--- src/rtl/multi_cycle_issue_scheduler_pkg.sv ---
// Shared types and sizing for the multi-cycle FP/IMUL issue scheduler.
// The in-flight tracker entry mirrors one stage of the multi-cycle pipeline.
package multi_cycle_issue_scheduler_pkg;

    localparam int THREADS_PER_CORE = 4;
    localparam int MS_STAGE_COUNT   = 5;
    localparam int PIPE_DEPTH       = MS_STAGE_COUNT;
    localparam int REG_IDX_WIDTH    = 5;
    localparam int THREAD_IDX_WIDTH = $clog2(THREADS_PER_CORE);

    typedef logic [THREAD_IDX_WIDTH-1:0] thread_idx_t;
    typedef logic [REG_IDX_WIDTH-1:0]    reg_idx_t;
    typedef logic [REG_IDX_WIDTH:0]      reg_tag_t;

    typedef struct packed {
        logic        valid;
        thread_idx_t thread_idx;
        reg_idx_t    dest;
        logic        dest_vector;
    } ms_entry_t;

    // Register-file select is part of the identity of a register.
    function automatic reg_tag_t reg_tag(input logic vec, input reg_idx_t idx);
        return {vec, idx};
    endfunction

endpackage

--- src/rtl/multi_cycle_issue_scheduler_rr_arbiter.sv ---
// One-hot round-robin arbiter; priority starts one past the last winner.
// The winner is remembered only when update_en_i is set.
module rr_arbiter #(
    parameter int NUM_REQ = 4,
    localparam int IDX_W = (NUM_REQ > 1) ? $clog2(NUM_REQ) : 1
) (
    input  logic               clk_i,
    input  logic               reset_i,
    input  logic [NUM_REQ-1:0] request_i,
    input  logic               update_en_i,
    output logic [NUM_REQ-1:0] grant_oh_o
);

    logic [IDX_W-1:0] last_q;
    logic [IDX_W-1:0] last_d;
    logic [IDX_W-1:0] win_idx;
    logic [IDX_W-1:0] cand_idx;
    logic             found;
    int               cand;

    always_comb begin
        grant_oh_o = '0;
        found      = 1'b0;
        win_idx    = last_q;
        cand       = 0;
        cand_idx   = '0;
        for (int i = 1; i <= NUM_REQ; i++) begin
            cand     = (int'(last_q) + i) % NUM_REQ;
            cand_idx = IDX_W'(cand);
            if (!found && request_i[cand_idx]) begin
                found   = 1'b1;
                win_idx = cand_idx;
            end
        end
        if (found) begin
            grant_oh_o[win_idx] = 1'b1;
        end
        last_d = (update_en_i && found) ? win_idx : last_q;
    end

    // Reset to the top index so requester 0 wins first.
    always_ff @(posedge clk_i or posedge reset_i) begin
        if (reset_i) begin
            last_q <= IDX_W'(NUM_REQ - 1);
        end else begin
            last_q <= last_d;
        end
    end

endmodule

--- src/rtl/multi_cycle_issue_scheduler.sv ---
// Round-robin issue into the shared multi-cycle pipeline with per-thread
// RAW/WAW blocking against in-flight entries and rollback squash.
module multi_cycle_issue_scheduler
    import multi_cycle_issue_scheduler_pkg::*;
(
    input  logic                                             clk,
    input  logic                                             reset,
    input  logic [THREADS_PER_CORE-1:0]                      rq_valid,
    input  logic [THREADS_PER_CORE-1:0][REG_IDX_WIDTH-1:0]   rq_dest,
    input  logic [THREADS_PER_CORE-1:0]                      rq_dest_vector,
    input  logic [THREADS_PER_CORE-1:0][REG_IDX_WIDTH-1:0]   rq_src1,
    input  logic [THREADS_PER_CORE-1:0][REG_IDX_WIDTH-1:0]   rq_src2,
    input  logic [THREADS_PER_CORE-1:0]                      rq_src1_vector,
    input  logic [THREADS_PER_CORE-1:0]                      rq_src2_vector,
    input  logic [THREADS_PER_CORE-1:0]                      rq_src1_used,
    input  logic [THREADS_PER_CORE-1:0]                      rq_src2_used,
    output logic [THREADS_PER_CORE-1:0]                      rq_grant,
    input  logic                                             rollback_en,
    input  thread_idx_t                                      rollback_thread_idx,
    output logic                                             ms_issue_valid,
    output thread_idx_t                                      ms_issue_thread_idx,
    output logic [THREADS_PER_CORE-1:0]                      ms_busy
);

    ms_entry_t [PIPE_DEPTH-1:0] trk_q;
    ms_entry_t [PIPE_DEPTH-1:0] trk_d;

    logic [THREADS_PER_CORE-1:0][PIPE_DEPTH-1:0] hit;
    logic [THREADS_PER_CORE-1:0][PIPE_DEPTH-1:0] owns;
    logic [THREADS_PER_CORE-1:0]                 hazard;
    logic [THREADS_PER_CORE-1:0]                 squash;
    logic [THREADS_PER_CORE-1:0]                 eligible;
    logic [THREADS_PER_CORE-1:0]                 grant;
    thread_idx_t                                 gnt_idx;

    logic        ms_issue_valid_q;
    thread_idx_t ms_issue_thread_idx_q;

    for (genvar t = 0; t < THREADS_PER_CORE; t++) begin : g_thread
        localparam thread_idx_t TID = thread_idx_t'(t);
        for (genvar e = 0; e < PIPE_DEPTH; e++) begin : g_entry
            reg_tag_t etag;
            assign etag = reg_tag(trk_q[e].dest_vector, trk_q[e].dest);
            assign owns[t][e] = trk_q[e].valid && (trk_q[e].thread_idx == TID);
            assign hit[t][e] = owns[t][e] && (
                (etag == reg_tag(rq_dest_vector[t], rq_dest[t])) ||
                (rq_src1_used[t] && etag == reg_tag(rq_src1_vector[t], rq_src1[t])) ||
                (rq_src2_used[t] && etag == reg_tag(rq_src2_vector[t], rq_src2[t])));
        end
        assign hazard[t]   = |hit[t];
        assign squash[t]   = rollback_en && (rollback_thread_idx == TID);
        assign eligible[t] = rq_valid[t] && !hazard[t] && !squash[t];
        assign ms_busy[t]  = |owns[t];
    end

    rr_arbiter #(
        .NUM_REQ(THREADS_PER_CORE)
    ) u_arb (
        .clk_i      (clk),
        .reset_i    (reset),
        .request_i  (eligible),
        .update_en_i(|eligible),
        .grant_oh_o (grant)
    );

    assign rq_grant = grant;

    always_comb begin
        gnt_idx = '0;
        for (int i = 0; i < THREADS_PER_CORE; i++) begin
            if (grant[i]) begin
                gnt_idx = thread_idx_t'(i);
            end
        end
    end

    // Rollback clears the victim's entries as they shift; the tail retires.
    always_comb begin
        trk_d[0].valid       = |grant;
        trk_d[0].thread_idx  = gnt_idx;
        trk_d[0].dest        = rq_dest[gnt_idx];
        trk_d[0].dest_vector = rq_dest_vector[gnt_idx];
        for (int e = 1; e < PIPE_DEPTH; e++) begin
            trk_d[e] = trk_q[e-1];
            if (rollback_en && trk_q[e-1].thread_idx == rollback_thread_idx) begin
                trk_d[e].valid = 1'b0;
            end
        end
    end

    always_ff @(posedge clk or posedge reset) begin
        if (reset) begin
            trk_q                 <= '0;
            ms_issue_valid_q      <= 1'b0;
            ms_issue_thread_idx_q <= '0;
        end else begin
            trk_q            <= trk_d;
            ms_issue_valid_q <= |grant;
            if (|grant) begin
                ms_issue_thread_idx_q <= gnt_idx;
            end
        end
    end

    assign ms_issue_valid      = ms_issue_valid_q;
    assign ms_issue_thread_idx = ms_issue_thread_idx_q;

endmodule
--- config.mk ---
export PLATFORM = sky130hd
export DESIGN_NAME = multi_cycle_issue_scheduler
export DESIGN_NICKNAME = d
export VERILOG_FILES = /design/src/rtl/multi_cycle_issue_scheduler_pkg.sv /design/src/rtl/multi_cycle_issue_scheduler_rr_arbiter.sv /design/src/rtl/multi_cycle_issue_scheduler.sv
export SDC_FILE = /design/constraint.sdc
export NUM_CORES = 1
export LEC_CHECK = 0
export ABC_AREA = 1
export BUFFER_PORTS_ARGS = -buffer_cell sky130_fd_sc_hd__buf_2
export CAP_MARGIN = 15
export CELL_PAD_IN_SITES_DETAIL_PLACEMENT = 1
export CELL_PAD_IN_SITES_GLOBAL_PLACEMENT = 1
export CORE_AREA = 2 2 135 170
export DETAILED_ROUTE_END_ITERATION = 7
export DIE_AREA = 0 0 137 172
export PLACE_DENSITY_LB_ADDON = 0.1
export SYNTH_ARGS = -nofsm -noshare
export SYNTH_HDL_FRONTEND = slang
export SYNTH_SLANG_ARGS = --single-unit
--- constraint.sdc ---
create_clock -name clk -period 2.3 [get_ports clk]
set_clock_uncertainty 0.2 [all_clocks]
set_input_delay 0.23 -clock clk [delete_from_list [all_inputs] [get_ports clk]]
set_output_delay 0.23 -clock clk [all_outputs]
set_load 0.01 [all_outputs]
==> impl_metrics.ini <==
[run_status]
status = finished with violations
violations = setup timing

[finish]
num_antenna_cells = 0
drive_gt1_share_pct = 30.9
final_cell_mix = nand2_1, buf_4, inv_1, nor2_1, buf_2
fill_cells = 3127
final_common_cell = nand2_1
final_area_mm2 = 0.0120
final_nets = 1919
synthToLayoutAreaGrowth_pct = 49.8

[floorplanning]
die_x_um = 137
die_area_mm2 = 0.0236
initial_core_util_pct = 36.3
fp.dieH_um = 172
rows = 61
ioPinCount = 100
core_mm2 = 0.0220

[pwr]
internal-power_w = 0.00831
swShare_pct = 54.4
pwr_density_cell_mw_per_mm2 = 1530
p_comb_share_pct = 84.4
switching_power_w = 0.00993
peakVddDrop_uv = 1640
power.total_w = 0.0182
p_seq_share_pct = 10.5
clockPowerShare_pct = 5.2
leakagePower_nw = 6.69

[routing]
viasPerCell = 5.54
dr.pass1.iters = 5
ant_nets = 0
drt_iter0_drc = 1019
wirelength_um = 50800
drc = 0
vias = 11700
routedWlPerCell_um = 24.0

[min_path]
hold_path.class = input pin to flip-flop

[setup_path]
worstPathRequired_ns = 1.87
r2r_cells = 18
r2r_setup_slack_ns = -0.77
rr_startpoint = g_thread[0].g_entry[0].etag[5]
crit_fanout = 13
critPathLaunchType = flip-flop
reg2reg_to = g_thread[0].g_entry[0].etag[4]
crit_path_start = g_thread[0].g_entry[0].etag[5]
path_cells = buf_4 > buf_12 > xor2_1 > nor2_1 > nand3_2 > nand3_2 > nand2_1 > nand2_2 > nor2_4 > nand3_2 > nand3_2 > nand2_4 > nand4_1 > buf_4 > nand2_4 > inv_4 > nor2_4 > buf_6
cp_common_cell = nand3_2
critPathSlowestCell = dfrtp_2
slowest_delay_ns = 0.46
critical_path_class = flip-flop to output port
crit_path_end = rq_grant[2]
end_kind = output port
crit_arrival_ns = 2.91

[clock_network]
clkSlewWorstSetupHoldPaths_ns = 0.08
h-tree-depth = 2
insertion_delay_ns = 0.32
cts.path.max_buffers = 2
cts_root_buffer = clkbuf_16
cts_tree = done
cts_buffers = 5
clkSinkCount = 49

[synth]
synthesis.nets = 1579
synthCells = 1490
synth.avg_cell_area_um2 = 5.36
yosys.cell_types.count = 36
syn-cell-area_mm2 = 0.00798
yosys_warnings = 0
ys_seq_area_share_pct = 15.4
ys_ff_latch = 49

[global_route]
grt_pass1_wl_um = 73000
grt_max_degree = 50
track_usage_pct = 42.8
antenna_found_initial = 0
grt_pass1_vias = 11800
grt_overflow = 0

[placement]
pre_cts_ws_ns = -0.952
dp_hpwl_um = 39200
place_area_mm2 = 0.0110
portBuffers = 99
place_congestion = 1.01

[timing]
worstMarginPinSlew_ns = 0.812
finalSetupViolations = 17
max_freq_mhz = 300
rsz0062_at_grt = yes
whs_ns = 0.151
slew_viol_final = 0
finalHoldViolCount = 0
setup_ws_ns = -1.04
period_needed_ns = 3.34
max_slew_margin_pct = 45.5
post-route-period-util_pct = 145
finalSetupTns_ns = -12.02

[run]
maxCapViolCount = 0
==> how the worst min path moves through the flow <==
stage / start / endpoint / slack, ns / depth (start not counted)
after floorplan: g_thread[0].g_entry[2].etag[1] / g_thread[0].g_entry[3].etag[1] / 0.15 / 0
after global placement: reset / ms_issue_thread_idx[1] / 0.11 / 3
after detailed placement: reset / ms_issue_thread_idx[1] / 0.12 / 3
after CTS: rq_dest_vector[2] / g_thread[0].g_entry[0].etag[5] / 0.14 / 5
after global routing: rq_dest_vector[2] / g_thread[0].g_entry[0].etag[5] / 0.18 / 5
final: rq_dest_vector[2] / g_thread[0].g_entry[0].etag[5] / 0.15 / 5
==> registers in the layout, indices dropped and copies added, names as in the netlist <==
register	count
g_thread.g_entry.etag	30
u_arb.last_q	2
trk_d	8
trk_q	6
ms_issue_valid	1
ms_issue_thread_idx	2
==> synthesized netlist by cell type <==
cell      count  area (um2)
nand4_1      31         194
nor2_2        3        18.8
nand3_2       2        20.0
nand2_1     672        2520
a21oi_1      56         280
xnor2_1      18         158
clkbuf_1      1        3.75
a31oi_1       1        6.26
clkbuf_2      8        40.0
dfstp_2       2        52.6
nor2_1      129         484
clkinv_1      1        3.75
a41oi_1       1        8.76
o31ai_1       2        15.0
buf_2        33         165
dfrtp_1      47        1180
nand2_2      12        75.1
buf_4        24         180
o211ai_1     16         120
o21ai_1       7        35.0
nand4_2       1        12.5
xor2_1       88         771
nand3_4       1        17.5
xor2_2        1        16.3
nor3_2        1        10.0
a21oi_4       1        16.3
nand3_1      90         450
buf_6        14         158
inv_4         1        6.26
o22ai_1      14        87.6
o21ai_0      23         115
nor4_1        3        18.8
nand2_4       1        11.3
nor3_1       31         155
inv_1       138         518
inv_2        16        60.1
==> metrics by stage <==
step | util [%] | cells
after detailed placement | 50.1 | 2080
after floorplan | - | 1490
final | 54.4 | 2114
after CTS | 53.0 | 2109
after global routing | 54.4 | 2114
after global placement | 50.1 | 2080
==> power by group through the flow <==
| stage | clock network [W] | logic (W) | registers [W] |
|---|---|---|---|
| after floorplan | 0 | 0.00672 | 0.00171 |
| after global placement | 0 | 0.0130 | 0.00180 |
| after detailed placement | 0 | 0.0133 | 0.00182 |
| after CTS | 0.000943 | 0.0144 | 0.00186 |
| after global routing | 0.000970 | 0.0161 | 0.00196 |
| final | 0.000941 | 0.0154 | 0.00191 |
==> kinds of logic (layout without fill, tap and decap cells) <==
| group | after synthesis | count (layout) | share of synthesized area, % |
|---|---|---|---|
| flip-flops | 49 | 49 | 15.4 |
| XOR/XNOR | 107 | 107 | 11.8 |
| buffers and inverters | 236 | 577 | 14.2 |
| AO/OA/AOI/OAI | 121 | 121 | 8.57 |
| AND/OR/NAND/NOR | 977 | 977 | 50.0 |
==> layer usage <==
layer / vias to the layer above / wire (um) / global-route usage, %
met2: 604 / 23200 / 69.2
met3: 213 / 3850 / 7.12
met4: 0 / 4370 / 31.7
li1: 5292 / - / -
met5: - / 0 / 0
met1: 5613 / 19400 / 50.8
==> layout make-up <==
cell class | instances | area (um2) | share of cell area (%)
Clock inverter | 2 | 38.8 | 0.324
Timing Repair Buffer | 413 | 3460 | 29.0
Clock buffer | 6 | 129 | 1.08
Tap cell | 283 | 354 | 2.96
Inverter | 156 | 638 | 5.34
Sequential cell | 49 | 1250 | 10.4
Multi-Input combinational cell | 1205 | 6090 | 50.9
==> worst max-delay path: cells and delay by family, from the launching register on <==
kind,cells,cell delay [ns]
XOR/XNOR,1,0.16
buffers and inverters,5,0.66
flip-flops,1,0.46
AND/OR/NAND/NOR,12,1.29
==> timing repair <==
| item | CTS | global route |
|---|---|---|
| cloned | 0 | 0 |
| setup endpoints to repair | 17 | 17 |
| hold buffers | 1 | 0 |
| pin swaps | 29 | 34 |
| setup buffers | 20 | 6 |
| hold endpoints to repair | 47 | 0 |
| resized for setup | 93 | 68 |
No activity file was read; power rests on OpenSTA's default activity.
